$ cat config.mk
export PLATFORM = sky130hd
export DESIGN_NAME = opb_register_simulink2ppc
export DESIGN_NICKNAME = d
export VERILOG_FILES = /design/src/rtl/opb_register_simulink2ppc.sv
export SDC_FILE = /design/constraint.sdc
export NUM_CORES = 1
export LEC_CHECK = 0
export CAP_MARGIN = 20
export CORE_MARGIN = 1
export CORE_UTILIZATION = 39
export DETAILED_ROUTE_END_ITERATION = 7
export GPL_ROUTABILITY_DRIVEN = 0
export GPL_TIMING_DRIVEN = 0
export HOLD_SLACK_MARGIN = 0.03
export PLACE_DENSITY_LB_ADDON = 0.25
export SKIP_CTS_REPAIR_TIMING = 1
export SYNTH_ARGS = -nofsm -noshare
export SYNTH_HDL_FRONTEND = slang
export SYNTH_SLANG_ARGS = --single-unit
$ cat constraint.sdc
create_clock -name OPB_Clk -period 1.5 [get_ports OPB_Clk]
set_input_delay 0.15 -clock OPB_Clk [delete_from_list [all_inputs] [get_ports OPB_Clk]]
set_output_delay 0.15 -clock OPB_Clk [all_outputs]
set_load 0.01 [all_outputs]
$ cat src/rtl/opb_register_simulink2ppc.sv
// OPB slave exposing a fabric-captured word, a new-data flag and an overflow count to the PPC.
// Optional capture timestamp at offset 2 is enabled by defining SIMULINK2PPC_TIMESTAMP_EN.
//
// state | meaning
// ------+-------------------------------------------------------------
// IDLE  | waiting for a decoded hit (only once select was seen low)
// ACK   | one-cycle acknowledge; read data on Sl_DBus, side effects
// WAIT  | transfer done, waiting for the master to drop OPB_select
module opb_register_simulink2ppc #(
   parameter logic [31:0] C_BASEADDR   = 32'h0000_0000,
   parameter logic [31:0] C_HIGHADDR   = 32'h0000_00FF,
   parameter int          C_OPB_AWIDTH = 32,
   parameter int          C_OPB_DWIDTH = 32,
   parameter              C_FAMILY     = "virtex6"
) (
   input  logic        OPB_Clk,
   input  logic        OPB_Rst,
   input  logic [0:31] OPB_ABus,
   input  logic [0:3]  OPB_BE,
   input  logic [0:31] OPB_DBus,
   input  logic        OPB_RNW,
   input  logic        OPB_select,
   input  logic        OPB_seqAddr,
   output logic [0:31] Sl_DBus,
   output logic        Sl_xferAck,
   output logic        Sl_errAck,
   output logic        Sl_retry,
   output logic        Sl_toutSup,
   input  logic [31:0] user_data_in,
   input  logic        user_valid
);

   localparam logic [1:0] ST_IDLE = 2'd0;
   localparam logic [1:0] ST_ACK  = 2'd1;
   localparam logic [1:0] ST_WAIT = 2'd2;

   logic [1:0]  state;
   logic        armed;
   logic        clr_new_q;
   logic        clr_ovf_q;
   logic [31:0] data_q;
   logic        new_flag;
   logic [15:0] ovf_cnt;
   logic [31:0] rd_word;
   logic [5:0]  offset;
   logic [32:0] lo_diff;
   logic [32:0] hi_diff;
   logic        hit;
   logic        rd_clear;
   logic        ovf_clear;
   logic        ovf_inc;
   logic        unused_bits;

   assign unused_bits = ^{OPB_seqAddr, OPB_BE[0:2], OPB_DBus[0:30],
                          C_OPB_AWIDTH, C_OPB_DWIDTH, C_FAMILY};

   // 33-bit differences keep the window compare free of constant-compare warnings at base 0
   assign lo_diff = {1'b0, OPB_ABus} - {1'b0, C_BASEADDR};
   assign hi_diff = {1'b0, C_HIGHADDR} - {1'b0, OPB_ABus};
   assign hit     = OPB_select && !lo_diff[32] && !hi_diff[32];
   assign offset  = OPB_ABus[24:29];

   assign Sl_errAck  = 1'b0;
   assign Sl_retry   = 1'b0;
   assign Sl_toutSup = 1'b0;

   assign rd_clear  = (state == ST_ACK) && clr_new_q;
   assign ovf_clear = (state == ST_ACK) && clr_ovf_q;
   assign ovf_inc   = user_valid && new_flag && !rd_clear && (ovf_cnt != 16'hFFFF);

`ifdef SIMULINK2PPC_TIMESTAMP_EN
   logic [31:0] cyc_cnt;
   logic [31:0] tstamp;

   always_ff @(posedge OPB_Clk or negedge OPB_Rst) begin
      if (!OPB_Rst) begin
         cyc_cnt <= '0;
         tstamp  <= '0;
      end else begin
         cyc_cnt <= cyc_cnt + 32'd1;
         if (user_valid) tstamp <= cyc_cnt;
      end
   end
`endif

   always_comb begin
      rd_word = '0;
      case (offset)
         6'd0:    rd_word = data_q;
         6'd1:    rd_word = {ovf_cnt, 15'd0, new_flag};
`ifdef SIMULINK2PPC_TIMESTAMP_EN
         6'd2:    rd_word = tstamp;
`endif
         default: rd_word = '0;
      endcase
   end

   // read data is snapshotted at the hit so an ACK-cycle capture shows up on the next read
   always_ff @(posedge OPB_Clk or negedge OPB_Rst) begin
      if (!OPB_Rst) begin
         state      <= ST_IDLE;
         armed      <= 1'b0;
         clr_new_q  <= 1'b0;
         clr_ovf_q  <= 1'b0;
         Sl_xferAck <= 1'b0;
         Sl_DBus    <= '0;
      end else begin
         Sl_xferAck <= 1'b0;
         Sl_DBus    <= '0;
         if (!OPB_select) armed <= 1'b1;
         case (state)
            ST_IDLE: begin
               if (hit && armed) begin
                  state      <= ST_ACK;
                  Sl_xferAck <= 1'b1;
                  if (OPB_RNW) Sl_DBus <= rd_word;
                  clr_new_q  <= OPB_RNW && (offset == 6'd0);
                  clr_ovf_q  <= !OPB_RNW && (offset == 6'd1) && OPB_BE[3] && OPB_DBus[31];
               end
            end
            ST_ACK:  state <= ST_WAIT;
            ST_WAIT: if (!OPB_select) state <= ST_IDLE;
            default: state <= ST_IDLE;
         endcase
      end
   end

   always_ff @(posedge OPB_Clk or negedge OPB_Rst) begin
      if (!OPB_Rst) begin
         data_q   <= '0;
         new_flag <= 1'b0;
         ovf_cnt  <= '0;
      end else begin
         if (user_valid) begin
            data_q   <= user_data_in;
            new_flag <= 1'b1;
         end else if (rd_clear) begin
            new_flag <= 1'b0;
         end
         if (ovf_clear)    ovf_cnt <= '0;
         else if (ovf_inc) ovf_cnt <= ovf_cnt + 16'd1;
      end
   end

endmodule
==> flow_summary.toml, run 1 <==
[yosys]
ys_types = 43
synth_area_per_cell_um2 = 13.32
synthCells = 275
synth_area_um2 = 3664
async_reset_ff_share_pct = 100.0
synth_edf_count = 0
synth-seq-area-share_pct = 59.43
yosys_register_bits = 87
yosysWarnings = 0
synth_ff_type = "dfrtp_1"

[setup_path]
r2r_cells = 6
required_ns = 1.77
rr_startpoint = "state[0]$_DFFE_PN0P_"
startpoint_type = "flop"
rr_endpoint = "ovf_cnt[12]$_DFFE_PN0P_"
rrSetupSlack_ns = -0.25
crit_fanout = 6
cp-end-kind = "flop"
crit_type = "flop to flop"
arrival_ns = 2.02

[routing]
vias_per_cell = 5.432
ant_nets = 0
wirelength_um = 9135
post_drt_wl_per_cell_um = 17.07
drc = 0
dr_total_vias = 2906
drt_iter0_drc = 169
first_pass_iters = 4

[floorplan]
start_util_pct = 40.03
chipWidth_um = 98.92
core_um2 = 9153
die_h_um = 98.92
rows = 35
die_area_um2 = 9785
io_pins = 142

[power]
p_leak_nw = 2.366
vdd_drop_max_mv = 0.5227
powerDensity_nw_per_um2 = 926.5
total_power_mw = 5.206

[sta]
fin_crit_sh_pct = 116.9
rsz0062_at_grt = "yes"
max_slew_margin_pct = 60.62
hold_violations = 0
fmax_mhz = 570.4
period_needed_ns = 1.753
setup_viol = 50
hold_ws_ns = 0.2451
tightest_slew_ns = 0.5907
skew_ns = 0.007850
slew_violations = 0
setup_tns_ns = -8.613
layout_setup_ws_ns = -0.2533

[worst_hold_path]
hold_path.class = "input port to flop"
min_path_cells = 2
min_to = "data_q[16]$_DFFE_PN0P_"
hp-start = "user_valid"

[clocking]
clock_latency_ns = 0.35
cts_tree = "done"
cts_buffers = 9
htree_levels = 3
cts-root-buf = "clkbuf_8"
path_clk_slew_ns = 0.09
clk_path_buf_depth = 2
clock-sinks = 87

[placed_design]
dp_hpwl_um = 5763
pre_cts_slack_ns = -0.6863
port_buffers = 100

[final_layout]
area_growth_pct = 53.38
fill_cells = 703
nets = 526
diodes = 0
final_cell_mix = "clkdlybuf4s50_1 (97), dfrtp_1 (75), mux2_2 (32)"
postLayoutCoreUtil_pct = 61.39
layout_commonest_cell = "clkdlybuf4s50_1"
layout-drive-gt1-share_pct = 35.14

[global_route]
grt_max_degree = 45
grt-ovfl-total = 0
gr-usage-all-layers_pct = 17.20
grt_antenna_before_repair = 0
grt_pass1_wl_um = 13170
grt_pass1_vias = 2658

[outcome]
violations = "setup timing"
outcome = "finished with violations"

[run]
drv_cap = 0
==> worst max-delay path: stages, from the launching register on <==
cell and delay (ns):
dfrtp_1 0.40, buf_4 0.15, nand3b_1 0.13, buf_6 0.14
nand4_1 0.21, or4_1 0.47, a21oi_1 0.17
==> worst max-delay path by stage <==
stage	from	endpoint
after floorplan	state[0]$_DFFE_PN0P_	Sl_DBus[10]$_DFF_PN0_
after global placement	OPB_Rst	data_q[21]$_DFFE_PN0P_
after detailed placement	OPB_ABus[28]	Sl_DBus[11]$_DFF_PN0_
after CTS	state[0]$_DFFE_PN0P_	ovf_cnt[6]$_DFFE_PN0P_
after global routing	state[0]$_DFFE_PN0P_	ovf_cnt[12]$_DFFE_PN0P_
final	state[0]$_DFFE_PN0P_	ovf_cnt[12]$_DFFE_PN0P_
==> metrics by stage <==
step	cell area, um2	std cells
6_report	5619	535
5_1_grt	5619	535
4_1_cts	5094	505
3_5_place_dp	4866	489
3_3_place_gp	4841	488
2_1_floorplan	3701	277
==> where the power goes <==
| group | leakage [nW] | internal, mW | switching (mW) | total, mW |
|---|---|---|---|---|
| registers | 1.10 | 2.49 | 0.153 | 2.65 |
| clock network | 0.113 | 0.993 | 0.856 | 1.85 |
| logic | 1.15 | 0.435 | 0.274 | 0.710 |
==> state kept, by name, summed over array words and instances (netlist names) <==
register and cells:
Sl_DBus 32, data_q 32, ovf_cnt 16, state 2
Sl_xferAck 1, armed 1, clr_new_q 1, clr_ovf_q 1
new_flag 1
==> synth_stat cells (4+ instances only) <==
cell type   n  share of area (%)
and2_1     16                2.7
nand2_1     8               0.82
o21ai_0     4               0.55
buf_4       4               0.82
o31ai_1    10                2.0
nand4_1     4               0.68
mux2_2     33                 10
nor4_1      6                1.0
or4_1      11                2.3
nand3_1     8                1.1
nor2_1      4               0.41
dfrtp_1    87                 59
and4_1      4               0.96
a32o_1     17                4.6
a21oi_1    13                1.8
==> routing by layer <==
| layer | up-vias | wire [um] | GRT usage [%] |
|---|---|---|---|
| met5 | - | 0 | 0 |
| met4 | 0 | 84 | 6.200 |
| met3 | 8 | 385 | 3.191 |
| met2 | 99 | 4692 | 26.63 |
| met1 | 1462 | 3974 | 24.23 |
| li1 | 1337 | - | - |
==> layout make-up <==
cell class                 count  area (um2)  share of cell area (%)
buffer                        15       120.1                   2.138
clock buffer                  10       137.6                   2.449
clock inverter                 6       90.09                   1.603
inverter                       3       11.26                  0.2004
multi-input combinational    172        1585                   28.21
sequential                    87        2192                   39.01
tap                          111       138.9                   2.472
timing repair buffer         131        1344                   23.91
==> cells by family (layout without fill, tap and decap cells) <==
| logic type | count (synthesis) | after routing | synth area share, % |
|---|---|---|---|
| compound gates | 50 | 50 | 10.28 |
| fa+ha+maj | 1 | 1 | 0.3415 |
| buf+inv | 18 | 165 | 2.937 |
| flops | 87 | 87 | 59.43 |
| mux | 34 | 34 | 10.42 |
| other cells | 1 | 3 | 0.1024 |
| simple gates | 84 | 84 | 16.50 |
(Power assumes the default switching activity.)
==> inputs of run 2 (changes only) <==
==> constraint.sdc (replaced) <==
create_clock -name OPB_Clk -period 1.5 [get_ports OPB_Clk]
set_input_delay 0.15 -clock OPB_Clk [delete_from_list [all_inputs] [get_ports OPB_Clk]]
set_output_delay 0.15 -clock OPB_Clk [all_outputs]
set_load 0.005 [all_outputs]
==> results of run 2 <==
The final DEF is identical to that of run 1. Status: finished with violations: setup timing.
Among the figures that moved: total power 5.206 mW -> 5.204 mW
